[src/rtl/seven_seg_multi_display.sv]
// Multi-digit active-low 7-segment driver: hex or decimal (sequential double-dabble) display
// with leading-zero blanking, overflow dashes and blink.
//   state | meaning
//   IDLE  | display stable, load accepted
//   CONV  | double-dabble in progress, one bit per cycle, load ignored
module seven_seg_multi_display #(
  parameter int NUM_DIGITS = 4,
  parameter int DATA_W     = 14,
  parameter int BLINK_DIV  = 25000000
) (
  input  logic                    clk,
  input  logic                    resetn,
  input  logic                    load,
  input  logic [DATA_W-1:0]       value,
  input  logic                    hex_mode,
  input  logic                    blank_lz,
  input  logic                    blink_en,
  output logic                    busy,
  output logic                    ovf,
  output logic [7*NUM_DIGITS-1:0] HEX
);

  localparam int DW      = 4 * NUM_DIGITS;
  // ceil(DATA_W*log10(2)) + 1 nibbles, using 0.302 as a safe upper bound for log10(2)
  localparam int BCD_MIN = (DATA_W * 302 + 999) / 1000 + 1;
  localparam int BCD_N   = (BCD_MIN > NUM_DIGITS) ? BCD_MIN : NUM_DIGITS;
  localparam int BW      = 4 * BCD_N;
  localparam int PW      = (DATA_W > DW) ? DATA_W : DW;
  localparam int CW      = $clog2(DATA_W + 1);
  localparam int BLW     = $clog2(BLINK_DIV);

  localparam logic [0:0] IDLE = 1'b0;
  localparam logic [0:0] CONV = 1'b1;

  localparam logic [6:0] SEG_BLANK = 7'b1111111;
  localparam logic [6:0] SEG_DASH  = 7'b0111111;

  logic [0:0]        state;
  logic [DATA_W-1:0] shreg;
  logic [BW-1:0]     bcd;
  logic [BW-1:0]     bcd_next;
  logic [CW-1:0]     cnt;
  logic [DW-1:0]     dig;
  logic              mode_hex;
  logic [PW-1:0]     val_pad;
  logic              ovf_dec;
  logic              ovf_hex;
  logic [BLW-1:0]    blink_cnt;
  logic              blink_ph;

  function automatic logic [6:0] seg7(input logic [3:0] n);
    case (n)
      4'h0:    seg7 = 7'b1000000;
      4'h1:    seg7 = 7'b1111001;
      4'h2:    seg7 = 7'b0100100;
      4'h3:    seg7 = 7'b0110000;
      4'h4:    seg7 = 7'b0011001;
      4'h5:    seg7 = 7'b0010010;
      4'h6:    seg7 = 7'b0000010;
      4'h7:    seg7 = 7'b1111000;
      4'h8:    seg7 = 7'b0000000;
      4'h9:    seg7 = 7'b0010000;
      4'hA:    seg7 = 7'b0001000;
      4'hB:    seg7 = 7'b0000011;
      4'hC:    seg7 = 7'b1000110;
      4'hD:    seg7 = 7'b0100001;
      4'hE:    seg7 = 7'b0000110;
      default: seg7 = 7'b0001110;
    endcase
  endfunction

  assign busy    = (state == CONV);
  assign val_pad = PW'(value);

  always_comb begin
    ovf_hex = 1'b0;
    for (int i = DW; i < PW; i++) ovf_hex = ovf_hex | val_pad[i];
  end

  // One double-dabble step: a nibble >= 5 gets +3, whose carry is exactly (nibble >= 5).
  always_comb begin : dabble
    logic       c;
    logic [3:0] nib;
    bcd_next = '0;
    nib      = '0;
    c        = shreg[DATA_W-1];
    for (int i = 0; i < BCD_N; i++) begin
      nib = bcd[4*i +: 4];
      bcd_next[4*i +: 4] = {(nib >= 4'd5) ? (nib[2:0] + 3'd3) : nib[2:0], c};
      c = (nib >= 4'd5);
    end
  end

  always_comb begin
    ovf_dec = 1'b0;
    for (int i = NUM_DIGITS; i < BCD_N; i++)
      if (bcd_next[4*i +: 4] != 4'd0) ovf_dec = 1'b1;
  end

  always_ff @(posedge clk or negedge resetn) begin
    if (!resetn) begin
      state    <= IDLE;
      shreg    <= '0;
      bcd      <= '0;
      cnt      <= '0;
      dig      <= '0;
      mode_hex <= 1'b0;
      ovf      <= 1'b0;
    end else begin
      case (state)
        IDLE: begin
          if (load) begin
            if (hex_mode) begin
              dig      <= val_pad[DW-1:0];
              ovf      <= ovf_hex;
              mode_hex <= 1'b1;
            end else begin
              shreg <= value;
              bcd   <= '0;
              cnt   <= CW'(DATA_W);
              state <= CONV;
            end
          end
        end
        CONV: begin
          shreg <= shreg << 1;
          bcd   <= bcd_next;
          cnt   <= cnt - CW'(1);
          if (cnt == CW'(1)) begin
            dig      <= bcd_next[DW-1:0];
            ovf      <= ovf_dec;
            mode_hex <= 1'b0;
            state    <= IDLE;
          end
        end
        default: state <= IDLE;
      endcase
    end
  end

  always_ff @(posedge clk or negedge resetn) begin
    if (!resetn) begin
      blink_cnt <= '0;
      blink_ph  <= 1'b0;
    end else if (blink_cnt == BLW'(BLINK_DIV - 1)) begin
      blink_cnt <= '0;
      blink_ph  <= ~blink_ph;
    end else begin
      blink_cnt <= blink_cnt + BLW'(1);
    end
  end

  // Scan from the top digit down; run stays high while every digit so far is zero.
  always_comb begin : render
    logic       run;
    logic [3:0] nib;
    logic [6:0] seg;
    HEX = '0;
    run = 1'b1;
    nib = '0;
    seg = SEG_BLANK;
    for (int i = NUM_DIGITS - 1; i >= 0; i--) begin
      nib = dig[4*i +: 4];
      run = run & (nib == 4'd0);
      if (blink_en && blink_ph)          seg = SEG_BLANK;
      else if (ovf && !mode_hex)         seg = SEG_DASH;
      else if (blank_lz && run && i != 0) seg = SEG_BLANK;
      else                               seg = seg7(nib);
      HEX[7*i +: 7] = seg;
    end
  end

endmodule

[config.mk]
export PLATFORM = sky130hd
export DESIGN_NAME = seven_seg_multi_display
export DESIGN_NICKNAME = d
export VERILOG_FILES = /design/src/rtl/seven_seg_multi_display.sv
export SDC_FILE = /design/constraint.sdc
export NUM_CORES = 1
export LEC_CHECK = 0
export BUFFER_PORTS_ARGS = -buffer_cell sky130_fd_sc_hd__buf_2
export CORE_ASPECT_RATIO = 1.2
export CORE_MARGIN = 1.5
export CORE_UTILIZATION = 55
export DETAILED_ROUTE_END_ITERATION = 10
export HOLD_SLACK_MARGIN = 0.08
export PLACE_DENSITY = 0.75
export SYNTH_ARGS = -nofsm -noshare
export SYNTH_HDL_FRONTEND = slang
export SYNTH_SLANG_ARGS = --single-unit
[constraint.sdc]
create_clock -name clk -period 3.54 [get_ports clk]
set_input_delay 0.354 -clock clk [delete_from_list [all_inputs] [get_ports clk]]
set_output_delay 0.354 -clock clk [all_outputs]
set_load 0.05 [all_outputs]
==> results of run 1 <==
-- cells in the mapped netlist, types with 2 or more instances --
library cell and number:
buf_6 3, nor2_1 29, o21ai_0 35, o31ai_1 8, nand3_1 22, a31oi_1 5, a21oi_1 14, dfrtp_1 87
a32oi_1 2, a22oi_1 2, or2_2 2, o311ai_0 8, nor4_1 3, ha_1 37, nor3_1 6, nor2b_1 3
nand2b_1 18, and3_1 4, a21boi_0 7, a21o_1 8, nand4_1 7, xor2_1 16, buf_2 3, buf_1 2
o21ai_1 9, mux4_2 2, nand2_1 109, a22oi_2 6, xnor2_1 14, clkbuf_1 17, o211ai_1 21, mux2i_1 20
inv_1 34, a21oi_2 4, nor3b_1 2
-- stage by stage --
step	setup WS [ns]	hold WS (ns)	utilization [%]	cell area (um2)
after global routing	0.5978	0.2493	62.54	5921
after global placement	1.254	0.4681	59.49	5632
after CTS	0.7845	0.1900	62.54	5921
final	0.7497	0.1444	62.54	5921
after floorplan	0.5484	0.05841	-	5301
after detailed placement	1.161	0.4708	59.49	5632
-- worst paths after layout --
path                                 end  cells after the start  slack (ns)
worst max-delay path             HEX[11]                      7        0.75
worst max register to register    dig[2]                      6        1.51
worst min-delay path             bcd[15]                      1        0.14
worst min register to register  shreg[3]                      2        0.49
min in group clk                shreg[0]                      3        0.27
max in group asynchronous         dig[6]                      2        2.64
-- flip-flops by register name (all words and copies together), names as in the netlist --
signal and cells:
bcd 24, blink_cnt 25, blink_ph 1, busy 1, cnt 4, dig 16, mode_hex 1, ovf 1
shreg 14
-- kinds of logic (layout without fill, tap and decap cells) --
logic type / Yosys count / count (layout) / share of synthesized area [%]
simple gates: 213 / 213 / 18.53
xor+xnor: 30 / 30 / 4.956
compound gates: 134 / 134 / 17.13
fa+ha+maj: 37 / 37 / 8.733
flops: 87 / 87 / 41.07
mux: 23 / 23 / 4.838
buf+inv: 60 / 106 / 4.744
-- area by class of cell --
| cell class | instances | area, um2 | area share, % |
|---|---|---|---|
| clock buffers | 11 | 232.7 | 3.931 |
| flip-flops and latches | 87 | 2178 | 36.79 |
| clock inverters | 5 | 56.30 | 0.9510 |
| repair buffers | 55 | 292.8 | 4.945 |
| well taps | 123 | 153.9 | 2.599 |
| multi-input cells | 437 | 2875 | 48.56 |
| inverters | 35 | 131.4 | 2.219 |
-- layer usage --
metal | up-vias | part of all wire (%) | track usage [%]
met5 | - | 0 | 0
met4 | 0 | 1.8 | 8.990
met3 | 13 | 3.6 | 3.581
met2 | 70 | 51 | 41.62
met1 | 2012 | 43 | 28.92
li1 | 2110 | - | -
==> metrics, run 1 <==
clk root buf clkbuf_16; Vias/cell 5.584; GRT Total Usage 23.66%; CP required 3.19 ns; layout cells sized above 1 14.29%; main flop type after synthesis dfrtp_1; Die Wd 92.63 um; family with the most delay on the worst path buffers and inverters; dpl hpwl 7949 um; Largest stage delay, worst path 0.43 ns; total placed cells including tap cells 737; HP Class in2async; fin nets 682; fill count 802; CP endpoint kind output port; Post-CTS Resized 0; Tcrit/Tclk final 78.82%; number of synthesized flops with an enable pin 0; Die Ht 110.6 um; Core Area 0.009467 mm2; post-route insts no fill 753; Final ANT Viol Nets 0; Final Skew 0.006016 ns; via count 4205; Worst-path clk slew 0.06 ns; Synth area leader dfrtp_1; H-tree levels 3; Yosys reg bits 87; commonest non-fill, non-tap cell in the layout nand2_1; Worst-Margin Slew 0.9229 ns; Final setup viols 0; Worst slew margin 38.47%; count of pins over their slew limit 0; post-CTS setup buffer count 0; RSZ-0062 raised after global routing false; Critical-path top delay cell dfrtp_1; TNS Setup 0 ns; die area 0.01024 mm2; sequential-to-total area share from yosys stat 41.07%; critical path cell sequence inv_1 > ha_1 > nand4_1 > nor3_1 > a31oi_1 > o311ai_0 > buf_2; status completed; largest net degree at the start of global routing 76; DRC viols 0; gr ovfl total 0; top cell type's share of synthesized area 41.07%; PortBufs 49; area growth from synthesis to layout 11.68%; most frequent cells in the layout nand2_1, dfrtp_1, buf_2; Max-Cap Viols 0; Worst-Skew Late Latency 0.34 ns; min cycle time layout 2.790 ns; Mean Syn Cell Area 9.078 um2; dominant cells by area after synthesis dfrtp_1, ha_1, nand2_1, mux2i_1, o21ai_0; f_max 358.4 MHz; n_diodes 0; Avg WL per Cell 14.74 um; GP Congestion 0.9278; antenna violations before repair 0; Worst Setup SP dig[12]; iteration count of the initial detailed-routing pass 4; CP Max Fanout 6; I/O pin total 50; Cells after Synth 584; critical path class reg2out; global-route wire length before repair 19310 um; Distinct cells, synth 50; initial core utilization 56.00%; vias in the first global route 4180; Synth Warn # 0; CP Buf/Inv Count 2; Fin. Hold Viols 0; Setup crit start kind register; CTS Buffer Depth 2; CTS Hold Bufs 0; total CTS buffers 9; clock sink count 87; Post-synth ARST share 100.0%; syn nets 641; R2R Path Start busy; Netlist Area Pre-Place 0.005301 mm2; CTS tree yes; drt first-iter violations 240; crit path DAT 2.44 ns; Routed WL 11100 um; Rows 39
Power of run 1 is left out: the tool's default activity adds up to more than one toggle a clock period on the data nets, which glitch-free logic cannot reach.
==> inputs of run 2 (changes only) <==
- CORE_UTILIZATION: 55 -> 54
- PLACE_DENSITY: 0.75 -> 0.77
- clock period: 3.54 -> 2.4 ns (I/O delays scaled with it)
==> run 2 against run 1 <==
The run now ends with negative setup slack left. Worst setup slack got worse by 0.75 ns. Critical path depth did not move. Global-route usage down 0.33 points. Utilization up 0.73 points. Clock-buffer cell count is the same. Register-to-register slack worse by 1.1 ns. Design area grew 1.7%. Wire length is 1.3% higher. Largest cell class unchanged.
==> metrics, run 2 (synthesized netlist as in run 1, its figures left out) <==
status finished, violations left (was completed); failing checks negative setup slack; Final ANT Viol Nets 0 (unchanged); PortBufs 49 (unchanged); GP Congestion 0.8775 (was 0.9278); RSZ-0062 raised after global routing true (was false); Top reg by flops blink_cnt (unchanged); post-route design area 0.006021 mm2 (was 0.005921 mm2); Fin. Hold Viols 0 (unchanged); FF-to-FF path depth 7 (was 6); max reg flops 25 (unchanged); Die Wd 93.45 um (was 92.63 um); largest net degree at the start of global routing 68 (was 76); Worst-path clk slew 0.06 ns (about the same); Top Registers blink_cnt x25, bcd x24, dig x16 (unchanged); commonest non-fill, non-tap cell in the layout nand2_1 (unchanged); hold worst-path end shreg[0]; vias in the first global route 4298 (was 4180); Rows 39 (unchanged); Tcrit/Tclk final 100.2%; iteration count of the initial detailed-routing pass 5 (was 4); met3 wire length 411 um (was 400 um); Final Skew 0.005468 ns (was 0.006016 ns); Die Ht 111.5 um (was 110.6 um); antenna violations before repair 0 (unchanged); gr ovfl total 0 (unchanged); GRT Total Usage 23.33% (was 23.66%); Routed WL 11250 um (was 11100 um); total CTS buffers 9 (unchanged); CP required 2.16 ns (was 3.19 ns); global-route wire length before repair 19420 um (was 19310 um); clock sink count 87 (unchanged); CTS Buffer Depth 2 (unchanged); area occupied by multi-input gates 0.002909 mm2 (was 0.002875 mm2); TNS Setup -0.003655 ns (was 0 ns); HP Class in2reg (was in2async); fin nets 689 (was 682); die area 0.01042 mm2 (was 0.01024 mm2); CTS tree yes (unchanged); DRC viols 0 (unchanged); Worst-Skew Late Latency 0.34 ns (about the same); crit path DAT 2.16 ns (was 2.44 ns); Worst-Margin Slew 0.6256 ns (was 0.9229 ns); initial core utilization 55.71% (was 56.00%); f_max 416.0 MHz; Avg WL per Cell 14.86 um (was 14.74 um); via count 4324 (was 4205); dpl hpwl 8248 um (was 7949 um); routed wl met2 5584 um (was 5688 um); hold depth 3; hold_sp value[0]; count of pins over their slew limit 0 (unchanged); area growth from synthesis to layout 13.57% (was 11.68%); WL met1 4836 um (was 4807 um); Core Area 0.009515 mm2 (was 0.009467 mm2); H-tree levels 3 (unchanged); reg2reg setup slack 0.46 ns (was 1.51 ns); Max-Cap Viols 0 (unchanged); CP Max Fanout 6 (unchanged); Final WS setup -0.003655 ns (was 0.7497 ns); Vias/cell 5.712 (was 5.584); drt first-iter violations 269 (was 240); Worst slew margin 58.29% (was 38.47%); min cycle time layout 2.404 ns; Top Layer Used met4 (unchanged); I/O pin total 50 (unchanged); Register Area 0.002178 mm2 (unchanged); critical path class reg2out (unchanged); Setup crit start kind register (unchanged); layout cells sized above 1 16.09% (was 14.29%); clk root buf clkbuf_16 (unchanged); r2r endpoint dig[13] (was dig[2]); n_diodes 0 (unchanged); most frequent cells in the layout nand2_1, dfrtp_1, ha_1 (was nand2_1, dfrtp_1, buf_2); R2R Path Start cnt[1] (was busy); Area after DPL 0.005684 mm2 (was 0.005632 mm2); CP endpoint kind output port (unchanged); fill count 801 (was 802); Final setup viols 1 (was 0)
-- run 2: cell type report --
| class | instances | share of cell area, % |
|---|---|---|
| timing repair buffer | 62 | 6.567 |
| clock inverter | 2 | 0.1663 |
| inverter | 35 | 2.182 |
| clock buffer | 11 | 4.032 |
| sequential | 87 | 36.18 |
| tap | 123 | 2.556 |
| multi-input combinational | 437 | 48.32 |
-- run 2: per-layer routing --
layer / track usage, % / vias to the layer above
met3: 3.415 / 34
met2: 39.13 / 97
met1: 28.66 / 2070
met4: 12.53 / 0
li1: - / 2123
met5: 0 / -
-- run 2: critical path, stage by stage (launching register included) --
cell and delay [ns]:
dfrtp_1 0.44, inv_1 0.14, ha_1 0.23, nand4_1 0.15
nor3_2 0.28, a31oi_2 0.20, o311ai_1 0.13, buf_4 0.25
-- run 2: what timing repair did --
action | CTS | global route
endpoints found under the hold margin | 48 | 0
endpoints found under the setup margin | 14 | 18
resized for setup | 8 | 18
setup buffers | 2 | 0
hold buffers | 1 | 0
pin swaps | 0 | 1
-- run 2: metrics by stage --
step / std cells / hold WS [ns] / worst slack [ns] / util, %
floorplan: 584 / -0.05559 / 0.1159 / -
global placement: 741 / 0.3070 / 0.2211 / 59.74
detailed placement: 741 / 0.3038 / 0.09639 / 59.74
CTS: 757 / 0.1619 / 0.006054 / 62.93
global route: 757 / 0.2035 / -0.1154 / 63.27
finish: 757 / 0.1645 / -0.003655 / 63.27
-- run 2: worst max path at each step --
stage                  from       to  slack, ns  depth (start not counted)
floorplan            dig[5]  HEX[10]       0.12                          4
global placement    dig[12]  HEX[12]       0.22                          7
detailed placement  dig[12]  HEX[10]        0.1                          7
CTS                 dig[12]  HEX[10]      0.006                          7
global route         dig[9]  HEX[11]      -0.12                          7
finish               dig[9]  HEX[10]     -0.004                          7
Power of run 2 is left out for the same reason.
